## config.mk

```make
export PLATFORM = sky130hd
export DESIGN_NAME = imm_gen_stage_flat
export DESIGN_NICKNAME = d
export VERILOG_FILES = /design/src/rtl/imm_pkg.sv /design/src/rtl/imm_gen_stage_if.sv /design/src/rtl/imm_extract.sv /design/src/rtl/imm_gen_stage.sv /design/src/flat_wrapper.sv
export SDC_FILE = /design/constraint.sdc
export NUM_CORES = 1
export LEC_CHECK = 0
export BUFFER_PORTS_ARGS = -buffer_cell sky130_fd_sc_hd__buf_4
export CORE_ASPECT_RATIO = 1.75
export CORE_MARGIN = 5
export CORE_UTILIZATION = 53
export DETAILED_ROUTE_END_ITERATION = 12
export HOLD_SLACK_MARGIN = 0.08
export PLACE_DENSITY = 0.79
export SLEW_MARGIN = 25
export SYNTH_ARGS = -nofsm -noshare
export SYNTH_HDL_FRONTEND = slang
export SYNTH_SLANG_ARGS = --single-unit
```

## constraint.sdc

```tcl
create_clock -name clk -period 2.7 [get_ports clk]
set_input_delay 0.27 -clock clk [delete_from_list [all_inputs] [get_ports clk]]
set_output_delay 0.27 -clock clk [all_outputs]
set_load 0.02 [all_outputs]
```

## src/rtl/imm_pkg.sv

```systemverilog
// Shared types for the immediate generator stage: format codes, base opcodes,
// skid-buffer occupancy states and the per-entry decode metadata.
package imm_pkg;

  typedef enum logic [2:0] {
    FMT_I     = 3'd0,
    FMT_S     = 3'd1,
    FMT_B     = 3'd2,
    FMT_J     = 3'd3,
    FMT_U     = 3'd4,
    FMT_JALR  = 3'd5,
    FMT_Z     = 3'd6,
    FMT_SHAMT = 3'd7
  } fmt_e;

  localparam logic [6:0] OPC_LOAD   = 7'b0000011;
  localparam logic [6:0] OPC_OP_IMM = 7'b0010011;
  localparam logic [6:0] OPC_STORE  = 7'b0100011;
  localparam logic [6:0] OPC_BRANCH = 7'b1100011;
  localparam logic [6:0] OPC_JAL    = 7'b1101111;
  localparam logic [6:0] OPC_LUI    = 7'b0110111;
  localparam logic [6:0] OPC_AUIPC  = 7'b0010111;
  localparam logic [6:0] OPC_JALR   = 7'b1100111;
  localparam logic [6:0] OPC_SYSTEM = 7'b1110011;

  typedef enum logic [1:0] {
    EMPTY = 2'd0,
    ONE   = 2'd1,
    FULL  = 2'd2
  } occ_e;

  // Width-independent part of a buffer entry; imm and tag widths come from the stage parameters.
  typedef struct packed {
    fmt_e fmt;
    logic unk;
  } entry_meta_t;

endpackage

```

## src/rtl/imm_gen_stage_if.sv

```systemverilog
// Handshake bundle for the immediate generator: input beat channel and output beat channel.
interface imm_gen_stage_if #(
  parameter int XLEN  = 32,
  parameter int TAG_W = 32
) ();

  logic             in_valid;
  logic             in_ready;
  logic [31:0]      in_inst;
  logic [TAG_W-1:0] in_tag;
  logic             in_auto;
  logic [2:0]       in_sel;
  logic             out_valid;
  logic             out_ready;
  logic [XLEN-1:0]  out_imm;
  logic [2:0]       out_fmt;
  logic [TAG_W-1:0] out_tag;
  logic             out_unk;

  modport slave (
    input  in_valid, in_inst, in_tag, in_auto, in_sel, out_ready,
    output in_ready, out_valid, out_imm, out_fmt, out_tag, out_unk
  );

  modport master (
    output in_valid, in_inst, in_tag, in_auto, in_sel, out_ready,
    input  in_ready, out_valid, out_imm, out_fmt, out_tag, out_unk
  );

endinterface

```

## src/rtl/imm_extract.sv

```systemverilog
// Combinational immediate extraction: picks the format (auto from opcode or explicit)
// and produces the sign/zero-extended immediate at XLEN width.
module imm_extract
  import imm_pkg::*;
#(
  parameter int XLEN = 32
) (
  input  logic [31:0]     inst,
  input  logic            auto_mode,
  input  logic [2:0]      sel,
  output logic [XLEN-1:0] imm,
  output fmt_e            fmt,
  output logic            unk
);

  logic [6:0] opcode;
  logic [2:0] funct3;

  assign opcode = inst[6:0];
  assign funct3 = inst[14:12];

  always_comb begin
    fmt = fmt_e'(sel);
    unk = 1'b0;
    if (auto_mode) begin
      fmt = FMT_I;
      case (opcode)
        OPC_LOAD:          fmt = FMT_I;
        OPC_OP_IMM:        fmt = (funct3 == 3'b001 || funct3 == 3'b101) ? FMT_SHAMT : FMT_I;
        OPC_STORE:         fmt = FMT_S;
        OPC_BRANCH:        fmt = FMT_B;
        OPC_JAL:           fmt = FMT_J;
        OPC_LUI,
        OPC_AUIPC:         fmt = FMT_U;
        OPC_JALR:          fmt = FMT_JALR;
        OPC_SYSTEM:        fmt = funct3[2] ? FMT_Z : FMT_I;
        default:           unk = 1'b1;
      endcase
    end
  end

  // Signed size casts do the sign extension; U only grows beyond 32 bits on RV64.
  always_comb begin
    imm = '0;
    case (fmt)
      FMT_I:     imm = XLEN'($signed(inst[31:20]));
      FMT_S:     imm = XLEN'($signed({inst[31:25], inst[11:7]}));
      FMT_B:     imm = XLEN'($signed({inst[31], inst[7], inst[30:25], inst[11:8], 1'b0}));
      FMT_J:     imm = XLEN'($signed({inst[31], inst[19:12], inst[20], inst[30:21], 1'b0}));
      FMT_U:     imm = XLEN'($signed({inst[31:12], 12'b0}));
      FMT_JALR:  imm = XLEN'($signed({inst[31:21], 1'b0}));
      FMT_Z:     imm = XLEN'(inst[19:15]);
      FMT_SHAMT: imm = (XLEN == 64) ? XLEN'(inst[25:20]) : XLEN'(inst[24:20]);
      default:   imm = '0;
    endcase
    if (unk) begin
      imm = '0;
    end
  end

endmodule

```

## src/rtl/imm_gen_stage.sv

```systemverilog
// Registered immediate generator stage: extraction in front of a 2-entry skid buffer
// so in_ready is a pure register decode and the stage still sustains one beat per cycle.
module imm_gen_stage
  import imm_pkg::*;
#(
  parameter int XLEN  = 32,
  parameter int TAG_W = 32
) (
  input  logic            clk,
  input  logic            rst,
  input  logic            flush,
  imm_gen_stage_if.slave  bus
);

  typedef struct packed {
    logic [XLEN-1:0]  imm;
    entry_meta_t      meta;
    logic [TAG_W-1:0] tag;
  } entry_t;

  occ_e            state_q, state_d;
  entry_t          head_q, head_d;
  entry_t          tail_q, tail_d;
  entry_t          new_entry;
  logic [XLEN-1:0] ext_imm;
  fmt_e            ext_fmt;
  logic            ext_unk;
  logic            accept;
  logic            pop;

  imm_extract #(.XLEN(XLEN)) u_extract (
    .inst      (bus.in_inst),
    .auto_mode (bus.in_auto),
    .sel       (bus.in_sel),
    .imm       (ext_imm),
    .fmt       (ext_fmt),
    .unk       (ext_unk)
  );

  always_comb begin
    new_entry          = '0;
    new_entry.imm      = ext_imm;
    new_entry.meta.fmt = ext_fmt;
    new_entry.meta.unk = ext_unk;
    new_entry.tag      = bus.in_tag;
  end

  assign bus.in_ready  = (state_q != FULL);
  assign bus.out_valid = (state_q != EMPTY);
  assign accept        = bus.in_valid & bus.in_ready;
  assign pop           = bus.out_valid & bus.out_ready;

  // head always feeds the outputs; tail only holds the beat that arrived while head was stalled.
  always_comb begin
    state_d = state_q;
    head_d  = head_q;
    tail_d  = tail_q;
    if (flush) begin
      state_d = EMPTY;
    end else begin
      case (state_q)
        EMPTY: begin
          if (accept) begin
            head_d  = new_entry;
            state_d = ONE;
          end
        end
        ONE: begin
          if (accept && pop) begin
            head_d = new_entry;
          end else if (accept) begin
            tail_d  = new_entry;
            state_d = FULL;
          end else if (pop) begin
            state_d = EMPTY;
          end
        end
        FULL: begin
          if (pop) begin
            head_d  = tail_q;
            state_d = ONE;
          end
        end
        default: state_d = EMPTY;
      endcase
    end
  end

  always_ff @(posedge clk) begin
    if (rst) begin
      state_q <= EMPTY;
      head_q  <= '0;
      tail_q  <= '0;
    end else begin
      state_q <= state_d;
      head_q  <= head_d;
      tail_q  <= tail_d;
    end
  end

  assign bus.out_imm = head_q.imm;
  assign bus.out_fmt = head_q.meta.fmt;
  assign bus.out_unk = head_q.meta.unk;
  assign bus.out_tag = head_q.tag;

endmodule

```

## src/flat_wrapper.sv

```systemverilog
// flat-port wrapper written by rule: the top's interface ports become plain ports
module imm_gen_stage_flat import imm_pkg::*;
#(
  parameter int XLEN  = 32,
  parameter int TAG_W = 32
)
  (clk, rst, flush, bus_in_valid, bus_in_inst, bus_in_tag, bus_in_auto, bus_in_sel, bus_out_ready, bus_in_ready, bus_out_valid, bus_out_imm, bus_out_fmt, bus_out_tag, bus_out_unk);
  imm_gen_stage_if #(.XLEN(XLEN), .TAG_W(TAG_W)) bus_i ();
  input  logic clk;
  input  logic rst;
  input  logic flush;
  input wire logic [$bits(bus_i.in_valid)-1:0] bus_in_valid;
  input wire logic [$bits(bus_i.in_inst)-1:0] bus_in_inst;
  input wire logic [$bits(bus_i.in_tag)-1:0] bus_in_tag;
  input wire logic [$bits(bus_i.in_auto)-1:0] bus_in_auto;
  input wire logic [$bits(bus_i.in_sel)-1:0] bus_in_sel;
  input wire logic [$bits(bus_i.out_ready)-1:0] bus_out_ready;
  output wire logic [$bits(bus_i.in_ready)-1:0] bus_in_ready;
  output wire logic [$bits(bus_i.out_valid)-1:0] bus_out_valid;
  output wire logic [$bits(bus_i.out_imm)-1:0] bus_out_imm;
  output wire logic [$bits(bus_i.out_fmt)-1:0] bus_out_fmt;
  output wire logic [$bits(bus_i.out_tag)-1:0] bus_out_tag;
  output wire logic [$bits(bus_i.out_unk)-1:0] bus_out_unk;
  assign bus_i.in_valid = bus_in_valid;
  assign bus_i.in_inst = bus_in_inst;
  assign bus_i.in_tag = bus_in_tag;
  assign bus_i.in_auto = bus_in_auto;
  assign bus_i.in_sel = bus_in_sel;
  assign bus_i.out_ready = bus_out_ready;
  assign bus_in_ready = bus_i.in_ready;
  assign bus_out_valid = bus_i.out_valid;
  assign bus_out_imm = bus_i.out_imm;
  assign bus_out_fmt = bus_i.out_fmt;
  assign bus_out_tag = bus_i.out_tag;
  assign bus_out_unk = bus_i.out_unk;
  imm_gen_stage #(.XLEN(XLEN), .TAG_W(TAG_W)) u_core (.clk(clk), .rst(rst), .flush(flush), .bus(bus_i));
endmodule
```

== Word-level counts from Yosys, hierarchy flattened ==
Cells that the tools add are included.
Widths: inputs -> output; s select.

* Output and inout port bits: 70
* Register bits after elaboration: 138
* Word-level logic and storage cells: 69
* Input bits: 73

* Equal/unequal tests: 26
* Reductions and logical operators: 12
* Muxes and demuxes: 18
* Bitwise logic cells: 4

{| class="wikitable"
|+ Operators by type and width
! kind !! count
|-
| $pmux 32 s8 || 1
|-
| $mux 68 || 3
|-
| $pmux 68 s3 || 1
|-
| $mux 32 || 1
|-
| $eq 7x7->1 const B || 4
|-
| $pmux 3 s7 || 1
|-
| $eq 3x3->1 const B || 5
|-
| $eq 7x5->1 const B || 2
|-
| $eq 7x6->1 const B || 2
|-
| $mux 2 || 5
|-
| $mux 3 || 3
|-
| $reduce_or 9->1 || 1
|-
| $reduce_and 4->1 || 2
|-
| $eq 7x2->1 const B || 1
|-
| $eq 3x1->1 const B || 2
|-
| $eq 3x2->1 const B || 2
|-
| $ne 2x1->1 const B || 3
|-
| $pmux 2 s3 || 1
|-
| $reduce_and 5->1 || 1
|-
| $ne 2x2->1 const B || 2
|-
| $reduce_or 2->1 || 2
|-
| $logic_not 3->1 || 1
|-
| $ne 3x1->1 const B || 1
|-
| $reduce_bool 3->1 || 1
|-
| other kinds (9) || 12
|}

== Depth between registers and ports, before layout ==
Gate-level depths: netlist of the first run.

* Depth after elaboration: 10
* Mapped depth: 11

== By module ==
Synthesis of the first run repeated with hierarchy kept, for this count alone.

* Cell total of the unflattened synthesis: 748
* Area total of the unflattened synthesis: 6802.8 µm²

{| class="wikitable"
|+ By module, submodules not included
! module !! instances !! area an instance (µm²) !! cells an instance !! sequential area each (µm²)
|-
| imm_gen_stage || 1 || 6104.6 || 644 || 2762.6
|-
| imm_extract || 1 || 698.2 || 104 || 0.0
|}

== Least setup slack after synthesis of the first run ==
OpenSTA, ideal clock, no wires.

* Path kind: input -> register
* Start: input port bus_in_inst[5]
* End: register u_core.head_q, in the netlist u_core.bus.out_imm[12]
* Stages on the path: 8
* Path slack: 0.676 ns
* Setup time: 0.080 ns
* Arrival time: 1.944 ns
* Cells stage by stage: buf_6 > nor3b_1 > mux2i_1 > o31a_4 > mux2_4 > a21oi_4 > o21ai_1 > a211oi_2

* Longest elaborated chain between the ends: 9
* Elaborated cells between the ends (all ways): 28
* Classes of those cells: 16 x eq/ne; 9 x mux; 3 x reduce/logical

{| class="wikitable"
|+ Ends and longest elaborated chain
! what !! RTL line !! source
|-
| start: declaration || flat_wrapper.sv:13 || <nowiki>input wire logic [$bits(bus_i.in_inst)-1:0] bus_in_inst;</nowiki>
|-
| $eq 7x6->1 or $eq 7x5->1 (tied branches) || imm_extract.sv:27 || <nowiki>case (opcode)</nowiki>
|-
| $reduce_or 2->1 || imm_extract.sv:27 ||
|-
| $pmux 3 s7 || imm_extract.sv:27 ||
|-
| $mux 3 || imm_extract.sv:25 || <nowiki>if (auto_mode) begin</nowiki>
|-
| $eq 3x3->1 (tied with other cells) || imm_extract.sv:45 || <nowiki>case (fmt)</nowiki>
|-
| $pmux 32 s8 || imm_extract.sv:45 ||
|-
| $mux 32 (*) || imm_extract.sv:56 || <nowiki>if (unk) begin</nowiki>
|-
| $mux 68, on equally long branches || imm_gen_stage.sv:69, imm_gen_stage.sv:63 ||
|-
| $pmux 68 s3 (*) || imm_gen_stage.sv:61 || <nowiki>case (state_q)</nowiki>
|-
| end signal: assignment || imm_gen_stage.sv:92 || <nowiki>head_q <= '0;</nowiki>
|-
| end signal: assignment || imm_gen_stage.sv:96 || <nowiki>head_q <= head_d;</nowiki>
|-
| end: declaration || imm_gen_stage.sv:22 || <nowiki>entry_t head_q, head_d;</nowiki>
|}

Mark *: on every way between the ends. The rest lies on a longest branch, timed or not. The select of a mux whose other input is x is not followed.
A chain may end at the register's enable or synchronous reset.

== Worst setup path after layout of the first run ==
* Start: register u_core.state_q[1]
* End: output port bus_in_ready

* Longest elaborated chain between the ends: 1

{| class="wikitable"
|+ Ends and longest elaborated chain
! what !! RTL line !! source
|-
| start: declaration || imm_gen_stage.sv:21 || <nowiki>occ_e state_q, state_d;</nowiki>
|-
| start signal: assignment || imm_gen_stage.sv:95 || <nowiki>state_q <= state_d;</nowiki>
|-
| $ne 2x2->1 || imm_gen_stage.sv:48 || <nowiki>assign bus.in_ready = (state_q != FULL);</nowiki>
|-
| end: declaration || flat_wrapper.sv:18 || <nowiki>output wire logic [$bits(bus_i.in_ready)-1:0] bus_in_ready;</nowiki>
|}

Every way passes these cells.

==> results of run 1 <==
## flip-flops by register name (all words and copies together) (netlist names)
name                flops
u_core.bus.out_fmt      3
u_core.bus.out_imm     32
u_core.bus.out_tag     32
u_core.bus.out_unk      1
u_core.state_q          2
u_core.tail_q          68
## cell usage after synthesis, types with 3 or more instances
| cell type | count |
|---|---|
| nand2_1 | 180 |
| dfxtp_1 | 138 |
| nor2_1 | 109 |
| a21oi_1 | 68 |
| clkbuf_1 | 54 |
| o21ai_0 | 34 |
| a311oi_1 | 33 |
| a31oi_1 | 16 |
| a211oi_1 | 15 |
| nor3_1 | 9 |
| o21ai_1 | 8 |
| a22oi_1 | 7 |
| and3_1 | 7 |
| a211oi_2 | 6 |
| a221oi_1 | 6 |
| buf_2 | 5 |
| o22ai_1 | 5 |
| a32o_1 | 4 |
| inv_1 | 4 |
| nand2b_1 | 4 |
| nand3_1 | 4 |
| nor2b_1 | 4 |
| nand3b_1 | 3 |
| nand4_1 | 3 |
| or3_1 | 3 |
| xnor2_1 | 3 |
## power by group
part	internal (W)	switching, W	total (W)
clock	0.00147	0.000926	0.00240
combinational	0.000283	0.000403	0.000686
sequential	0.00211	0.0000471	0.00216
total	0.00387	0.00138	0.00525
## per-stage QoR
step / hold slack (ps) / worst slack, ps / std cells / power, W
final: 106 / 250 / 1028 / 0.00525
after global routing: 93.1 / 135 / 1028 / 0.00546
after CTS: 94.4 / 123 / 1028 / 0.00528
after detailed placement: 442 / 108 / 994 / 0.00289
after global placement: 429 / 216 / 994 / 0.00287
after floorplan: 347 / 676 / 768 / 0.00258
## final cells by class
type                    instances  area [sq um]
fillers                       926          3370
clock inverters                14           184
clock buffers                  18           429
inverters                       5          18.8
multi-input cells             561          2950
repair buffers                160          1220
flip-flops and latches        138          2760
well taps                     132           165
## cell families (layout without fill, tap and decap cells)
group | Yosys count | in the layout | synth area share, %
xor+xnor | 3 | 3 | 0.440
buf+inv | 69 | 197 | 4.76
compound gates | 217 | 217 | 24.5
mux | 3 | 3 | 0.587
simple gates | 338 | 338 | 23.5
flops | 138 | 138 | 46.3
## layer usage
layer  up-vias  global-route usage [%]
li1       2919                       -
met1      2843                    28.5
met2       234                    46.9
met3        34                    6.60
met4         0                    10.7
met5         -                       0
## worst max-delay path: cells and delay by family (launching register included)
kind | cells | cell delay (ps)
flip-flops | 1 | 440
AND/OR/NAND/NOR | 1 | 220
buffers and inverters | 4 | 1080
## how the worst max path moves through the flow
stage,end,cells past startpoint
after floorplan,u_core.bus.out_imm[12],8
after global placement,u_core.tail_q[59],8
after detailed placement,u_core.bus.out_imm[22],8
after CTS,bus_in_ready,5
after global routing,bus_in_ready,5
final,bus_in_ready,5
## cells in the final DEF (no fill, tap or decap), types with 5 or more instances in the layout
cell type	count
nand2_1	180
buf_4	156
dfxtp_1	138
nor2_1	109
a21oi_1	67
o21ai_0	34
a311oi_1	33
clkbuf_16	17
a31oi_1	16
a211oi_1	15
nor3_1	8
o21ai_1	8
and3_1	7
a22oi_1	7
a211oi_2	6
a221oi_1	6
inv_6	6
o22ai_1	5
## what timing repair did
action | in CTS | in global routing
buffers inserted | 0 | 0
resized for setup | 0 | 1
setup endpoints to repair | 0 | 1
endpoints found under the hold margin | 2 | 0
hold buffers | 2 | 0
==> out/summary.txt, run 1 <==
Top cells by area, synth: dfxtp_1, nand2_1, nor2_1, a21oi_1, a311oi_1
Worst R2R Start: u_core.state_q[0]
Initial DRC count: 341
Die area: 13,600 sq um
Minimum clock period: 2450 ps
Fin Setup TNS: 0 ps
CTS tree: done
CP Cell Sequence: nor2b_4 -> buf_6 -> inv_2 -> buf_4 -> buf_4
Fin area: 7730 sq um
Synthesis Warnings: 0
First-pass GRT wire length: 28.8 mm
Nets: 956
Top sig layer: met4
Worst min-delay path category: primary input to flip-flop
Antenna fix cells: 0
Die Wd: 90.2 um
Highest clock rate: 408 MHz
Area after DPL: 7090 sq um
Ys async rst share: 0%
Die height: 150 um
Initial antenna violation count: 0
Met3 routed WL: 1.15 mm
Met2 wire length: 9.41 mm
PD cells: 679 nW/um^2
Slew HR: 46.7%
Post-synth EDFFs: 0
# setup viols final: 0
Drt total wl: 17.6 mm
Final hold violations: 0
Crit Path Category: flip-flop to primary output
First-pass DRT Iterations: 5
Hold path startpoint: bus_in_tag[20]
Crit path launch type: flip-flop
Critical Path Slowest Stage Cell: dfxtp_1
Most used cell, CP: buf_4
Critical path required time: 2430 ps
Worst Max-Slew Pin Slew: 796 ps
Worst setup EP type: primary output
Layout Skew: 7.81 ps
Final period utilization: 90.7%
# IOs: 143
Ys flop type: dfxtp_1
Initial Utilization: 53.8%
Post-Route Utilization: 69.6%
DP HPWL: 12.1 mm
Core area: 11,100 sq um
Worst flop-to-flop path endpoint: u_core.tail_q[48]
Post-Syn Area: 5970 sq um
Sequential cell area fraction in the yosys report: 46.3%
Clk buf depth: 2
Hold Crit Depth: 3
Worst setup path startpoint: u_core.state_q[1]
Routed Antenna Nets: 0
Vias: 6,030
Wirelength per Cell: 17.1 um
Overall routing resource usage: 25.9%
Synth cell types: 54
Number of global-route vias before repair: 5,953
Synth top area share: 46.3%
Met1 WL: 6.54 mm
Peak supply drop: 0.000615 V
Largest net degree at the start of global routing: 76
Clk Latency, worst-skew pair: 420 ps
GRT overflow: 0
Row count: 51
H-Tree Depth: 4
CTS root buffer: clkbuf_16
MaxCap Viol Count: 0
CTS sink count: 138
Max Slew Vio Count: 0
Share of cells above drive strength 1: 23.2%
Number of synthesized register bits: 138
Cts bufs inserted: 17
Top fanout value on the critical path: 44
Area growth from synthesis to layout: 29.5%
Outcome: complete, no violations
WHS Endpoint: u_core.tail_q[20]
CP max stage delay: 440 ps
R2r setup slk: 520 ps
Critical path data arrival time: 2180 ps
R2R cell count: 6
Area leader, netlist: dfxtp_1
Mean post-synth cell area: 7.77 sq um
Clock transition at path regs: 60 ps
Leak pwr: 3.09 nW
IO Port Bufs: 142
DR vias/cell: 5.87
Syn nets: 841
Mapped Cells: 768
Drt drc: 0
RSZ-0062 raised after global routing: no
GPL Wtd Cong: 0.859
No activity file was read; power rests on OpenSTA's default activity.
==> inputs of run 2 (changes only) <==
--- a/config.mk
+++ b/config.mk
@@ -6,12 +6,14 @@
 export NUM_CORES = 1
 export LEC_CHECK = 0
 export BUFFER_PORTS_ARGS = -buffer_cell sky130_fd_sc_hd__buf_4
+export CELL_PAD_IN_SITES_DETAIL_PLACEMENT = 1
+export CELL_PAD_IN_SITES_GLOBAL_PLACEMENT = 1
 export CORE_ASPECT_RATIO = 1.75
 export CORE_MARGIN = 5
-export CORE_UTILIZATION = 53
+export CORE_UTILIZATION = 30
 export DETAILED_ROUTE_END_ITERATION = 12
 export HOLD_SLACK_MARGIN = 0.08
-export PLACE_DENSITY = 0.79
+export PLACE_DENSITY_LB_ADDON = 0.1
 export SLEW_MARGIN = 25
 export SYNTH_ARGS = -nofsm -noshare
 export SYNTH_HDL_FRONTEND = slang
==> run 2 against run 1 <==
Utilization fell by 30 points. Worst setup slack better by 150 ps. Hold slack worse by 9.6 ps. First-iteration DRC count fell by 21%. Design area rose by 1.5%. Sequential share of layout area fell by 0.54 points. Wire length rose by 19%. Fmax up 6.5%. Global-route usage down 7.3 points. Clock power rose by 3%.
==> out/summary.txt, run 2 (synthesis gave the netlist of run 1 again) <==
Overall routing resource usage: 18.5% (-7.3 points)
Minimum clock period: 2300 ps (-149 ps)
IO Port Bufs: 142 (unchanged)
Vias: 5,919 (-1.8%)
Most used cell, CP: buf_4
Drt total wl: 20.9 mm (+19%)
CTS tree: done
PnR worst setup slack: 399 ps (+149 ps)
Combinational share of power: 13.1% (about the same)
Critical path data arrival time: 2590 ps (+410 ps)
CP max stage delay: 550 ps (+110 ps)
Slew HR: 39.2% (-7.5 points)
Switch share: 25.5% (-0.71 points)
Worst setup EP type: flip-flop
Initial Utilization: 30.4% (-23 points)
Final period utilization: 85.2% (-5.5 points)
First-pass GRT wire length: 33.5 mm (+16%)
Share of cells above drive strength 1: 22.9% (-0.34 points)
Fin Setup TNS: 0 ps (unchanged)
Post-CTS sizing: 0 (unchanged)
Nets: 953 (-0.31%)
Largest net degree at the start of global routing: 76 (unchanged)
# setup viols final: 0 (unchanged)
GPL Wtd Cong: 0.931 (+8.4%)
Layout Skew: 9.69 ps (+1.88 ps)
Initial DRC count: 269 (-21%)
Hold_buf cts: 1 (-1)
Switching pwr: 0.00136 W (-1.3%)
DP HPWL: 14.5 mm (+20%)
Reg with most FFs: u_core.tail_q
MaxCap Viol Count: 0 (unchanged)
# IOs: 143 (unchanged)
Clock power share: 46.2% (+0.5 points)
WHS: 96.8 ps (-9.57 ps)
Cts bufs inserted: 17 (unchanged)
Wirelength per Cell: 18.4 um (+7.6%)
Commonest non-fill, non-tap cell in the layout: nand2_1
Row count: 68 (+33%)
Clk Latency, worst-skew pair: 420 ps (about the same)
Die height: 197 um (+31%)
Leak pwr: 3.08 nW (-0.34%)
Number of global-route vias before repair: 6,253 (+5.0%)
Area growth from synthesis to layout: 31.5%
Highest clock rate: 435 MHz (+6.5%)
CTS root buffer: clkbuf_16
Setup Slack @ Placement: 139 ps (+31.0 ps)
Internal power: 0.00396 W (+2.4%)
Initial antenna violation count: 0 (unchanged)
Crit Path Category: primary input to flip-flop
Post-Route Utilization: 39.9% (-30 points)
Clock transition at path regs: 50 ps (about the same)
Core area: 19,700 sq um (+77%)
Clk buf depth: 2 (unchanged)
Routed Antenna Nets: 0 (unchanged)
Peak supply drop: 0.000405 V (-34%)
Crit path launch type: primary input
Sequential Power Share: 40.6% (-0.6 points)
Outcome: complete, no violations
Total power: 0.00532 W (+1.4%)
RSZ-0062 raised after global routing: no
Setup Buffers After CTS: 0 (unchanged)
PD cells: 678 nW/um^2 (-0.12%)
GRT overflow: 0 (unchanged)
Die area: 22,900 sq um (+69%)
Filler Cells Inserted: 2,383 (+160%)
H-Tree Depth: 4 (unchanged)
Worst min-delay path category: primary input to flip-flop
Drt drc: 0 (unchanged)
Worst Max-Slew Pin Slew: 911 ps (+115 ps)
DR vias/cell: 5.21 (-11%)
Final hold violations: 0 (unchanged)
CTS sink count: 138 (unchanged)
First-pass DRT Iterations: 4 (-1)
Max Slew Vio Count: 0 (unchanged)
Antenna fix cells: 0 (unchanged)
Number of flip-flops under the largest register name: 68 (unchanged)
Leading cell types in the layout, fill and taps excluded: nand2_1, buf_4, dfxtp_1
Critical path required time: 2990 ps (+560 ps)
Critical Path Slowest Stage Cell: buf_4
CP Cell Sequence: dlygate4sd3_1 -> buf_4 -> nand2b_1 -> nor3_2 -> buf_4 -> nor2_1 -> buf_4 -> nand2_1 -> o21ai_0
Top fanout value on the critical path: 50 (+14%)
Die Wd: 117 um (+29%)
-- run 2: cell types whose count changed in the layout (fill, tap and decap cells not counted) --
cell           before  now
buf_4             156  155
buf_6               1    0
bufinv_16           3    4
clkbuf_1            1    2
clkbuf_8            0    1
clkinv_2            0    2
dlygate4sd3_1       2    1
inv_6               6    0
-- run 2: worst max-delay path, delay by kind of cell --
kind                   cells  cell delay, ps
AOI/OAI and AO/OA          1              80
and+or+nand+nor            4             700
buffers and inverters      4            1480
-- run 2: stage by stage --
| stage | std cells | area (sq um) |
|---|---|---|
| global route | 1137 | 7850 |
| global placement | 1105 | 7220 |
| CTS | 1137 | 7850 |
| floorplan | 768 | 5970 |
| detailed placement | 1105 | 7220 |
| finish | 1137 | 7850 |
-- run 2: cell type report --
class	instances	area [sq um]	area share (%)
repair buffers	157	1190	15.2
clock buffers	20	447	5.69
well taps	245	307	3.91
multi-input cells	561	2950	37.6
clock inverters	11	171	2.18
flip-flops and latches	138	2760	35.2
inverters	5	18.8	0.239
-- run 2: layer usage --
metal	global-route usage, %	part of all wire (%)
met1	21.2	41
met2	33.9	53
met3	3.26	3.8
met4	6.55	2.1
met5	0	0
-- run 2: power groups by stage --
stage	combinational (W)	clock, W	sequential (W)
global placement	0.000690	0	0.00221
detailed placement	0.000706	0	0.00221
floorplan	0.000304	0	0.00228
global route	0.000766	0.00261	0.00217
finish	0.000698	0.00246	0.00216
CTS	0.000708	0.00253	0.00216
-- run 2: worst paths after layout --
check | start | end | slack, ps | cells after the start
worst max-delay path | bus_out_ready | u_core.tail_q[52] | 400 | 9
worst min-delay path | flush | u_core.state_q[1] | 100 | 2
worst max register to register | u_core.state_q[0] | u_core.tail_q[52] | 520 | 7
worst min register to register | u_core.tail_q[47] | u_core.tail_q[47] | 450 | 2
==> inputs of run 3 (changes only) <==
--- a/config.mk
+++ b/config.mk
@@ -17,4 +17,5 @@
 export SLEW_MARGIN = 25
 export SYNTH_ARGS = -nofsm -noshare
 export SYNTH_HDL_FRONTEND = slang
+export SYNTH_HIERARCHICAL = 1
 export SYNTH_SLANG_ARGS = --single-unit
==> run 3 against run 2 <==
Sequential share of layout area shrank 3.2 points. Via count grew 8.5%. Utilization shrank 1.6 points. Global-route usage grew 1.3 points. Power shrank 1.1%. Register-to-register slack gained 30 ps. Non-clock buffer count grew 10. Clock skew grew 2.0 ps. Area after synthesis grew 14%. Clock power shrank 16%. Final cell count grew 1.8%. Critical path type unchanged. Critical endpoint is now u_core/bus.out_imm[18]. Highest routed layer unchanged.
==> out/summary.txt, run 3 <==
Outcome: complete, no violations
Die Wd: 124 um (+6.2%)
CTS tree: done
Setup Buffers After CTS: 0 (unchanged)
Crit path launch type: primary input
Layout Skew: 11.7 ps (+1.97 ps)
DP HPWL: 17.1 mm (+17%)
Ys async rst share: 0% (unchanged)
Switch share: 29.8% (+4.3 points)
Critical path data arrival time: 2500 ps (-90 ps)
Initial DRC count: 365 (+36%)
Cts bufs inserted: 17 (unchanged)
Drt drc: 0 (unchanged)
Overall routing resource usage: 19.8% (+1.3 points)
Number of flip-flops under the largest register name: 68 (unchanged)
First-pass DRT Iterations: 4 (unchanged)
Worst Max-Slew Pin Slew: 731 ps (-179 ps)
# IOs: 143 (unchanged)
Top fanout value on the critical path: 13 (-74%)
Hold path startpoint: bus_in_tag[29]
Number of synthesized register bits: 138 (unchanged)
Worst R2R Start: u_core/state_q[0]
Post-Route Utilization: 38.3% (-1.6 points)
Share of cells above drive strength 1: 27.3% (+4.4 points)
Highest clock rate: 462 MHz (+6.3%)
Critical path required time: 3030 ps (+40 ps)
Row count: 73 (+7.4%)
Minimum clock period: 2160 ps (-136 ps)
H-Tree Depth: 4 (unchanged)
Number of global-route vias before repair: 6,968 (+11%)
Hold_buf cts: 0 (-1)
Top cells by area, synth: dfxtp_1, a211oi_1, mux2i_1, nand3_1, a21oi_1
Switching pwr: 0.00157 W (+16%)
First-pass GRT wire length: 39.9 mm (+19%)
Clk Latency, worst-skew pair: 430 ps (about the same)
Combinational share of power: 18.8% (+5.7 points)
Drt total wl: 25.6 mm (+22%)
Synth cell count leaders: dfxtp_1, a211oi_1, mux2i_1, nand3_1, a21oi_1
Antenna fix cells: 0 (unchanged)
Max Slew Vio Count: 0 (unchanged)
PD cells: 609 nW/um^2 (-10%)
# setup viols final: 0 (unchanged)
Sequential cell area fraction in the yosys report: 40.6% (-5.7 points)
Final period utilization: 80.2% (-5.0 points)
IO Port Bufs: 142 (unchanged)
Clock power share: 39.4% (-6.8 points)
Crit Path Category: primary input to flip-flop
Largest net degree at the start of global routing: 69 (-9.2%)
Slew HR: 51.3% (+12 points)
Routed Antenna Nets: 0 (unchanged)
Area growth from synthesis to layout: 27.0%
Area leader, netlist: dfxtp_1
Filler Cells Inserted: 2,637 (+11%)
MaxCap Viol Count: 0 (unchanged)
Mapped Cells: 748 (-2.6%)
Initial Utilization: 30.2% (-0.22 points)
Fin Setup TNS: 0 ps (unchanged)
Leak pwr: 3.55 nW (+15%)
Worst setup EP type: flip-flop
Synth top area share: 40.6% (-5.7 points)
GRT overflow: 0 (unchanged)
Post-CTS sizing: 0 (unchanged)
Sequential Power Share: 41.8% (+1.2 points)
Synth cell types: 55 (+1.9%)
GPL Wtd Cong: 0.811 (-13%)
Syn nets: 821 (-2.4%)
Clk buf depth: 2 (unchanged)
DR vias/cell: 5.55 (+6.5%)
Post-synth EDFFs: 0 (unchanged)
Leading cell types in the layout, fill and taps excluded: buf_4, dfxtp_1, a211oi_1
Final hold violations: 0 (unchanged)
Core area: 22,600 sq um (+15%)
CTS sink count: 138 (unchanged)
Worst min-delay path category: primary input to flip-flop
Nets: 918 (-3.7%)
Die height: 209 um (+6.4%)
Peak supply drop: 0.000344 V (-15%)
Initial antenna violation count: 0 (unchanged)
Synthesis Warnings: 6 (+6)
Total power: 0.00526 W (-1.1%)
Clock transition at path regs: 60 ps (about the same)
Reg with most FFs: u_core/tail_q
Die area: 25,900 sq um (+13%)
Vias: 6,422 (+8.5%)
Mean post-synth cell area: 9.09 sq um (+17%)
Commonest non-fill, non-tap cell in the layout: buf_4
R2r setup slk: 550 ps (+30 ps)
Worst setup path startpoint: bus_in_inst[5]
Ys flop type: dfxtp_1
Wirelength per Cell: 22.1 um (+20%)
Top-count cell post-synth: dfxtp_1
CTS root buffer: clkbuf_16
RSZ-0062 raised after global routing: no
Internal power: 0.00369 W (-6.9%)
Post-Syn Area: 6800 sq um (+14%)
run 3: cell type report:
type	count	area, sq um	area share [%]
clock buffer	18	429	4.97
clock inverter	14	83.8	0.970
inverter	5	18.8	0.217
multi-input combinational	516	3640	42.2
sequential	138	2760	32.0
tap	300	375	4.34
timing repair buffer	167	1330	15.4
run 3: worst paths after layout:
kind | end | cells past startpoint
min reg2reg | u_core/tail_q[23] | 2
max reg2reg | u_core/bus.out_fmt[2] | 4
min | u_core/tail_q[29] | 3
max | u_core/bus.out_imm[18] | 10
run 3: routing by layer:
layer	part of all wire [%]	global-route usage [%]	vias up
met3	3.4	3.36	35
met4	2.6	7.84	0
li1	-	-	3022
met1	41	23.1	3230
met2	53	35.2	135
met5	0	0	-
run 3: power by group through the flow:
stage	combinational (W)	sequential, W	clock (W)
2_1_floorplan	0.000457	0.00234	0
3_3_place_gp	0.000978	0.00224	0
3_5_place_dp	0.000998	0.00225	0
4_1_cts	0.00100	0.00220	0.00215
5_1_grt	0.00106	0.00221	0.00222
6_report	0.000990	0.00220	0.00207
run 3: cell families (layout without fill, tap and decap cells):
logic type      count (synthesis)  after routing  synth area share, %
compound gates                312            312                 31.1
simple gates                  129            129                 10.4
xor+xnor                        2              2                0.258
mux                            73             73                 10.9
flops                         138            138                 40.6
buf+inv                        94            204                 6.75
run 3: worst max-delay path: stages:
cell,delay [ps]
buf_4,130
nor4bb_1,420
o211ai_1,220
o221ai_2,290
mux2i_2,290
buf_4,190
nor2_1,50
nor2_1,230
mux2i_1,140
a211oi_1,250
run 3: through the flow:
| step | worst slack, ps | instance area (sq um) | instances | hold slack, ps |
|---|---|---|---|---|
| 2_1_floorplan | 618 | 6800 | 748 | 362 |
| 3_3_place_gp | 256 | 8110 | 1125 | 459 |
| 3_5_place_dp | 74.2 | 8110 | 1125 | 471 |
| 4_1_cts | 448 | 8620 | 1157 | 85.9 |
| 5_1_grt | 351 | 8640 | 1158 | 108 |
| 6_report | 535 | 8640 | 1158 | 111 |
